<file path="config.mk">
export PLATFORM = sky130hd
export DESIGN_NAME = ticket_arbiter_flat
export DESIGN_NICKNAME = d
export VERILOG_FILES = /design/src/rtl/ticket_arbiter_pkg.sv /design/src/rtl/ticket_arbiter_if.sv /design/src/rtl/ticket_arbiter_rr_arbiter.sv /design/src/rtl/ticket_arbiter.sv /design/src/flat_wrapper.sv
export SDC_FILE = /design/constraint.sdc
export NUM_CORES = 1
export LEC_CHECK = 0
export ABC_AREA = 1
export CORE_MARGIN = 10
export CORE_UTILIZATION = 52
export DETAILED_ROUTE_END_ITERATION = 16
export PLACE_DENSITY = 0.88
export SYNTH_ARGS = -nofsm -noshare
export SYNTH_HDL_FRONTEND = slang
export SYNTH_SLANG_ARGS = --single-unit
</file>
<file path="constraint.sdc">
create_clock -name clk -period 4.35 [get_ports clk]
set_clock_uncertainty 0.1 [all_clocks]
set_input_delay 0.435 -clock clk [delete_from_list [all_inputs] [get_ports clk]]
set_output_delay 0.435 -clock clk [all_outputs]
set_load 0.05 [all_outputs]
</file>
<file path="src/rtl/ticket_arbiter_pkg.sv">
// Shared definitions for the kiosk-to-queue producer path: default sizes,
// ticket constants, effective arbitration state and the ticket numbering rule.
package ticket_arbiter_pkg;

  localparam int DT_SZ_DEF = 4;
  localparam int KIOSK_DEF = 3;

  localparam int unsigned TICKET_FIRST = 32'd1;
  localparam int unsigned TICKET_NONE  = 32'd0;

  typedef enum logic [1:0] {
    ST_IDLE  = 2'd0,
    ST_ARB   = 2'd1,
    ST_STALL = 2'd2
  } arb_state_e;

  // Sequence 1 .. 2^width-1, then back to 1; zero means "no customer" downstream.
  function automatic int unsigned next_ticket(input int unsigned cur, input int unsigned width);
    int unsigned top;
    top = (32'd1 << width) - 32'd1;
    if ((cur >= top) || (cur == TICKET_NONE)) return TICKET_FIRST;
    return cur + 32'd1;
  endfunction

endpackage

</file>
<file path="src/rtl/ticket_arbiter_if.sv">
// Kiosk request / queue-FIFO write bundle. The kiosk+FIFO side is the master,
// the arbiter is the slave.
interface ticket_arbiter_if
  import ticket_arbiter_pkg::*;
#(
  parameter int DT_SZ = DT_SZ_DEF,
  parameter int KIOSK = KIOSK_DEF
);

  // Handshake: req[i] is a single-cycle request qualified by its rt slice at clk rise;
  // each request is answered later by exactly one ack[i] (with we) or at that edge by drop[i].
  logic [KIOSK-1:0]       req;
  logic [KIOSK*DT_SZ-1:0] rt;
  logic                   full;
  logic                   we;
  logic [DT_SZ-1:0]       wn;
  logic [DT_SZ-1:0]       wt;
  logic [KIOSK-1:0]       ack;
  logic [KIOSK-1:0]       drop;
  logic [KIOSK-1:0]       pend;
  logic [DT_SZ-1:0]       nxt;
  arb_state_e             state;

  modport master (
    output req, rt, full,
    input  we, wn, wt, ack, drop, pend, nxt, state
  );

  modport slave (
    input  req, rt, full,
    output we, wn, wt, ack, drop, pend, nxt, state
  );

endinterface

</file>
<file path="src/rtl/ticket_arbiter_rr_arbiter.sv">
// Round-robin pick among pending kiosks: first set bit at or above ptr, else the
// first set bit overall (wrap). Purely combinational.
module rr_arbiter #(
  parameter  int N  = 3,
  localparam int IW = (N > 1) ? $clog2(N) : 1
) (
  input  logic [N-1:0]  pend,
  input  logic [IW-1:0] ptr,
  output logic [N-1:0]  gnt,
  output logic [IW-1:0] idx,
  output logic          vld
);

  // Returns {found, index} of the lowest set bit.
  function automatic logic [IW:0] first_set(input logic [N-1:0] v);
    logic          found;
    logic [IW-1:0] pos;
    found = 1'b0;
    pos   = '0;
    for (int i = 0; i < N; i++) begin
      if (!found && v[i]) begin
        found = 1'b1;
        pos   = IW'(i);
      end
    end
    return {found, pos};
  endfunction

  logic [N-1:0]  mask;
  logic [IW:0]   hit_masked;
  logic [IW:0]   hit_any;

  always_comb begin
    mask = '0;
    for (int i = 0; i < N; i++) begin
      mask[i] = (i >= int'(ptr));
    end
    hit_masked = first_set(pend & mask);
    hit_any    = first_set(pend);
    if (hit_masked[IW]) begin
      vld = 1'b1;
      idx = hit_masked[IW-1:0];
    end else begin
      vld = hit_any[IW];
      idx = hit_any[IW-1:0];
    end
    gnt = vld ? (N'(1) << idx) : '0;
  end

endmodule

</file>
<file path="src/rtl/ticket_arbiter.sv">
// Latches kiosk requests, grants one per cycle round-robin when the queue FIFO
// has room, and writes {ticket number, service time} into it.
module ticket_arbiter
  import ticket_arbiter_pkg::*;
#(
  parameter int DT_SZ = DT_SZ_DEF,
  parameter int KIOSK = KIOSK_DEF
) (
  input  logic           clk,
  input  logic           rst_n,
  ticket_arbiter_if.slave bus
);

  localparam int PW = (KIOSK > 1) ? $clog2(KIOSK) : 1;

  logic [KIOSK-1:0] pend_q, pend_d;
  logic [DT_SZ-1:0] hold_q [KIOSK];
  logic [DT_SZ-1:0] hold_d [KIOSK];
  logic [PW-1:0]    ptr_q, ptr_d;
  logic [DT_SZ-1:0] nxt_q, nxt_d;
  logic             we_q, we_d;
  logic [KIOSK-1:0] ack_q, ack_d;
  logic [KIOSK-1:0] drop_q, drop_d;
  logic [DT_SZ-1:0] wn_q, wn_d;
  logic [DT_SZ-1:0] wt_q, wt_d;

  logic [KIOSK-1:0] gnt;
  logic [PW-1:0]    win;
  logic             win_vld;
  logic             grant;
  logic [DT_SZ-1:0] slice;

  rr_arbiter #(.N(KIOSK)) u_rr (
    .pend (pend_q),
    .ptr  (ptr_q),
    .gnt  (gnt),
    .idx  (win),
    .vld  (win_vld)
  );

  // full is sampled at the granting edge; a write once issued is never retracted.
  assign grant = win_vld && !bus.full;

  always_comb begin
    pend_d = pend_q;
    hold_d = hold_q;
    ptr_d  = ptr_q;
    nxt_d  = nxt_q;
    we_d   = 1'b0;
    ack_d  = '0;
    drop_d = '0;
    wn_d   = wn_q;
    wt_d   = wt_q;
    slice  = '0;

    if (grant) begin
      we_d   = 1'b1;
      ack_d  = gnt;
      wn_d   = nxt_q;
      wt_d   = hold_q[win];
      pend_d = pend_q & ~gnt;
      ptr_d  = (win == PW'(KIOSK - 1)) ? '0 : win + 1'b1;
      nxt_d  = DT_SZ'(next_ticket(32'(nxt_q), DT_SZ));
    end

    // Checked against registered pend, so a kiosk granted at this edge still drops.
    for (int i = 0; i < KIOSK; i++) begin
      slice = bus.rt[i*DT_SZ +: DT_SZ];
      if (bus.req[i]) begin
        if ((slice == '0) || pend_q[i]) begin
          drop_d[i] = 1'b1;
        end else begin
          hold_d[i] = slice;
          pend_d[i] = 1'b1;
        end
      end
    end
  end

  always_ff @(posedge clk or negedge rst_n) begin
    if (!rst_n) begin
      pend_q <= '0;
      for (int i = 0; i < KIOSK; i++) hold_q[i] <= '0;
      ptr_q  <= '0;
      nxt_q  <= DT_SZ'(TICKET_FIRST);
      we_q   <= 1'b0;
      ack_q  <= '0;
      drop_q <= '0;
      wn_q   <= '0;
      wt_q   <= '0;
    end else begin
      pend_q <= pend_d;
      hold_q <= hold_d;
      ptr_q  <= ptr_d;
      nxt_q  <= nxt_d;
      we_q   <= we_d;
      ack_q  <= ack_d;
      drop_q <= drop_d;
      wn_q   <= wn_d;
      wt_q   <= wt_d;
    end
  end

  always_comb begin
    if (pend_q == '0)  bus.state = ST_IDLE;
    else if (bus.full) bus.state = ST_STALL;
    else               bus.state = ST_ARB;
  end

  assign bus.we   = we_q;
  assign bus.ack  = ack_q;
  assign bus.drop = drop_q;
  assign bus.wn   = wn_q;
  assign bus.wt   = wt_q;
  assign bus.pend = pend_q;
  assign bus.nxt  = nxt_q;

endmodule

</file>
<file path="src/flat_wrapper.sv">
// flat-port wrapper written by rule: the top's interface ports become plain ports
module ticket_arbiter_flat import ticket_arbiter_pkg::*;
#(
  parameter int DT_SZ = DT_SZ_DEF,
  parameter int KIOSK = KIOSK_DEF
)
  (clk, rst_n, bus_req, bus_rt, bus_full, bus_we, bus_wn, bus_wt, bus_ack, bus_drop, bus_pend, bus_nxt, bus_state);
  ticket_arbiter_if #(.DT_SZ(DT_SZ), .KIOSK(KIOSK)) bus_i ();
  input  logic clk;
  input  logic rst_n;
  input wire logic [$bits(bus_i.req)-1:0] bus_req;
  input wire logic [$bits(bus_i.rt)-1:0] bus_rt;
  input wire logic [$bits(bus_i.full)-1:0] bus_full;
  output wire logic [$bits(bus_i.we)-1:0] bus_we;
  output wire logic [$bits(bus_i.wn)-1:0] bus_wn;
  output wire logic [$bits(bus_i.wt)-1:0] bus_wt;
  output wire logic [$bits(bus_i.ack)-1:0] bus_ack;
  output wire logic [$bits(bus_i.drop)-1:0] bus_drop;
  output wire logic [$bits(bus_i.pend)-1:0] bus_pend;
  output wire logic [$bits(bus_i.nxt)-1:0] bus_nxt;
  output wire logic [$bits(bus_i.state)-1:0] bus_state;
  assign bus_i.req = bus_req;
  assign bus_i.rt = bus_rt;
  assign bus_i.full = bus_full;
  assign bus_we = bus_i.we;
  assign bus_wn = bus_i.wn;
  assign bus_wt = bus_i.wt;
  assign bus_ack = bus_i.ack;
  assign bus_drop = bus_i.drop;
  assign bus_pend = bus_i.pend;
  assign bus_nxt = bus_i.nxt;
  assign bus_state = bus_i.state;
  ticket_arbiter #(.DT_SZ(DT_SZ), .KIOSK(KIOSK)) u_core (.clk(clk), .rst_n(rst_n), .bus(bus_i));
endmodule
</file>
Yosys cells after proc, flatten, opt, wreduce, memory -nomap -nowiden
Cells that the tools add are included.

Flip-flop bits (word level): 36. Bits of input ports: 18. Word-level logic and storage cells: 87. Output and inout bits: 24.

Bitwise gates (word level): 7. $add $sub $neg: 2. Shifts and indexed selects: 1. Muxes and demuxes: 38. Eq/ne operators: 1. Reduce and logical (&&, ||, !) cells: 22. Magnitude comparators: 5.

Operators by type and width (count): $mux 1 (25); $logic_not 4->1 (4); $mux 2 (6); $mux 4 (3); $mux 3 (3); $bmux 4 s2 (1); $and 3x3->3 (2); $reduce_and 2->1 (3); $logic_and 1x1->1 (5); $logic_not 1->1 (5); $add 4x1->4 const B (1); $ge 1x2->1 const A (2); $ge 4x4->1 const B (1); $logic_or 1x1->1 (4); $ge 3x3->1 const B (1); $logic_not 3->1 (1); $not 1->1 (3); $not 2->3 (1); $not 3->3 (1); $shl 1x2->3 const A (1); $add 2x1->2 const B (1); $eq 2x2->1 const B (1); $ge 2x2->1 const A (1).

Depth between registers and ports, before layout
Depth in word-level cells: 17. Gate-level depth with buffers: 9.

Cells and area by module
A second synthesis with hierarchy kept.

Cells, all modules: 200. Area total of the unflattened synthesis: 1685.4 um2.

By module, submodules not included: ticket_arbiter (cells an instance 179, seq. area each 902.1 um2, area an instance 1565.3 um2, times used 1); rr_arbiter (cells an instance 21, seq. area each 0.0 um2, area an instance 120.1 um2, times used 1).

Worst setup path after synthesis
No wires, ideal clock.

Kind: reg2out. Start: reg u_core.pend_q[2] (netlist: u_core.bus.pend[2]). End: out bus_state[1]. Buffers on the path: 0. Path slack: 1764 ps. Cell stages (with the launch flop): 3. Arrival time: 2051 ps. Cell sequence: dfrtp_1 -> inv_1 -> a21boi_0.

Longest elaborated chain between the ends: 2.

Ends and longest elaborated chain: start, declared (RTL line ticket_arbiter.sv:16) `logic [KIOSK-1:0] pend_q, pend_d;`; start signal, assigned (RTL line ticket_arbiter.sv:92) `pend_q <= pend_d;`; $logic_not 3->1 (RTL line ticket_arbiter.sv:105) `if (pend_q == '0) bus.state = ST_IDLE;`; $mux 2 (RTL line ticket_arbiter.sv:105); end, declared (RTL line flat_wrapper.sv:21) `output wire logic [$bits(bus_i.state)-1:0] bus_state;`.

Every way passes these cells.

Worst setup path after layout
Start: reg u_core.pend_q[2] (netlist: u_core.bus.pend[2]). End: out bus_state[0].

The elaborated chain is that of the path after synthesis.

==> impl_metrics.ini <==
[die]
dieArea_mm2 = 0.00590
initial_core_util = 0.546
fp.dieW_um = 76.8
fp-row-count = 20
chipHeight_um = 76.8
io_pins = 42
core_area_mm2 = 0.00308

[cts]
ctsRootBufferMaster = clkbuf_4
worstSkewPairLatency_ns = 0.35
post_cts_buffers = 0
cts_inserted_buffers = 5
clock_sinks = 36
postCtsHoldBufs = 0
clk_pin_slew_worst_paths_ns = 0.11
cts_resized = 0
cts.htree.levels = 2
cts.path.max_buffers = 2
cts_tree = yes

[synthesis]
synthTopCellsByCount = 47 x nand2_1, 35 x dfrtp_1, 30 x inv_1
synth_top_area_frac = 0.522
syn_area_per_cell_um2 = 8.70
synthCells = 193
synthFlopType = dfrtp_1
synth_area_leaders = dfrtp_1 52%, nand2_1 11%, inv_1 6.7%
synth-edff-count = 0
ys_warn_count = 0
netlist_area_mm2 = 0.00168
ys_seq_area_frac = 0.537
ys_seq_elements = 36
syn_nets = 213
synth.most_common_cell = nand2_1
ys_types = 24
ys_async_sr_fraction = 1.00
yosysTopAreaCell = dfrtp_1

[cells_and_area]
antennaDiodeCount = 0
drive_gt1_frac = 0.0950
area_growth_pct = 30.7
fin_nets = 261

[critical_path]
endpoint_kind = output port
crit_buf_inv = 3
r2r_end = u_core.bus.nxt[2]
slowest_delay_ns = 0.85
crit_type = flop to output port
timing.rr.start = u_core.bus.nxt[0]
path_cells = inv_1 -> a21oi_4 -> buf_4 -> clkdlybuf4s50_1
start_kind = flop
rrSetupSlack_ns = 2.71
required_ns = 3.82
cp.arrival_ns = 2.17
rr_worst_depth = 5
cpMaxStageDelayCell = clkdlybuf4s50_1
cp_max_fo = 19
cp_top_family = buffers and inverters

[power]
swShare = 0.497
power_frac_clock = 0.105
switchingPower_mw = 0.900
p_comb_frac = 0.566
p_leak_nw = 1.07
p_int_mw = 0.910
vdd_drop_max_v = 0.000474
p_per_area_mw_per_mm2 = 824
seqPwrFrac = 0.329

[timing]
rsz0062_at_grt = no
fmax_ghz = 0.370
layout_min_cycle_time_ns = 2.70
finalHoldViolCount = 0
slew-limit-headroom = 0.662
tightest_slew_ns = 0.505
finalSetupViolCount = 0
post-route-period-util = 0.622
slew_violations = 0
setup-tns-final_ns = 0
whs_ns = 0.386

[global_route]
grt_pass1_wl_um = 6200
grt_usage = 0.126
grt_pass1_vias = 1419
grt-ovfl-total = 0
antenna_found_initial = 0
grt_max_degree = 37

[drt]
drt-pass1-iter-count = 4
final_antenna_net_count = 0
vias = 1393
via_per_inst = 4.87
drcViolationCount = 0
wl_per_cell_um = 12.3
routed_wl_um = 3520
drtIter0Drc = 76

[flow_run]
cap_violations = 0

[hold_path]
hold_class = primary input to async pin

[placed_design]
place.gp.congestion = 0.772
hpwl_um = 2690
port_buffers = 41

[outcome]
outcome = complete, no violations
==> flip-flops by register name (all words and copies together), names as in the netlist <==
register	count
u_core.bus.nxt	4
u_core.bus.wt	4
u_core.bus.wn	4
u_core.hold_q	12
u_core.bus.ack	3
u_core.bus.pend	3
u_core.ptr_q	2
u_core.bus.we	1
u_core.bus.drop	3
==> layer usage <==
metal | track usage | routed length, um | vias to the layer above
met4 | 0.0595 | 70 | 0
li1 | - | - | 704
met2 | 0.210 | 1730 | 38
met1 | 0.145 | 1560 | 644
met5 | 0 | 0 | -
met3 | 0.0385 | 158 | 7
==> logic make-up after synthesis <==
family,after synthesis,synth area share
AOI/OAI and AO/OA,32,0.131
adders and majority gates,2,0.0149
DFF,36,0.537
and+or+nand+nor,90,0.232
buffers and inverters,33,0.0849
==> power by group through the flow <==
| stage | registers (mW) | logic, mW | clock network [mW] |
|---|---|---|---|
| final | 0.596 | 1.02 | 0.190 |
| after global routing | 0.621 | 1.12 | 0.209 |
| after CTS | 0.597 | 1.03 | 0.193 |
| after detailed placement | 0.605 | 1.03 | 0 |
| after global placement | 0.593 | 1.01 | 0 |
| after floorplan | 0.899 | 0.420 | 0 |
==> worst max-delay path by stage <==
stage	end	start	cells past startpoint
floorplan	bus_state[1]	u_core.bus.pend[2]	2
global placement	bus_state[0]	bus_full	4
detailed placement	bus_state[0]	bus_full	4
CTS	bus_state[0]	u_core.bus.pend[2]	4
global route	bus_state[0]	u_core.bus.pend[2]	4
finish	bus_state[0]	u_core.bus.pend[2]	4
==> metrics by stage <==
stage	area [um2]	util	std cells	total power [mW]	setup WS (ns)
floorplan	1680	-	193	1.32	1.76
global placement	2130	0.693	278	1.61	1.69
detailed placement	2130	0.693	278	1.64	1.68
CTS	2190	0.713	286	1.82	1.63
global route	2190	0.713	286	1.95	1.56
finish	2190	0.713	286	1.81	1.65
==> layout by cell type, fill, tap and decap left out, drive strengths merged <==
cell type	synthesis	layout
nand2	49	49
clkdlybuf4s50	0	41
dfrtp	35	35
inv	31	31
nor2	24	24
nand3	13	13
o21ai	10	10
a21oi	9	9
o21a	8	8
clkbuf	0	6
nand4	4	4
a21boi	2	2
o22ai	2	2
ha	2	2
clkinv	0	2
buf	2	2
o21bai	1	1
dfstp	1	1
==> final cells by class <==
| type | count | area [um2] |
|---|---|---|
| Timing Repair Buffer | 43 | 425 |
| Inverter | 31 | 116 |
| Multi-Input combinational cell | 124 | 634 |
| Sequential cell | 36 | 902 |
| Tap cell | 44 | 55.1 |
| Clock inverter | 2 | 10.0 |
| Clock buffer | 6 | 51.3 |
| Fill cell | 247 | 883 |
(Power assumes the default switching activity.)
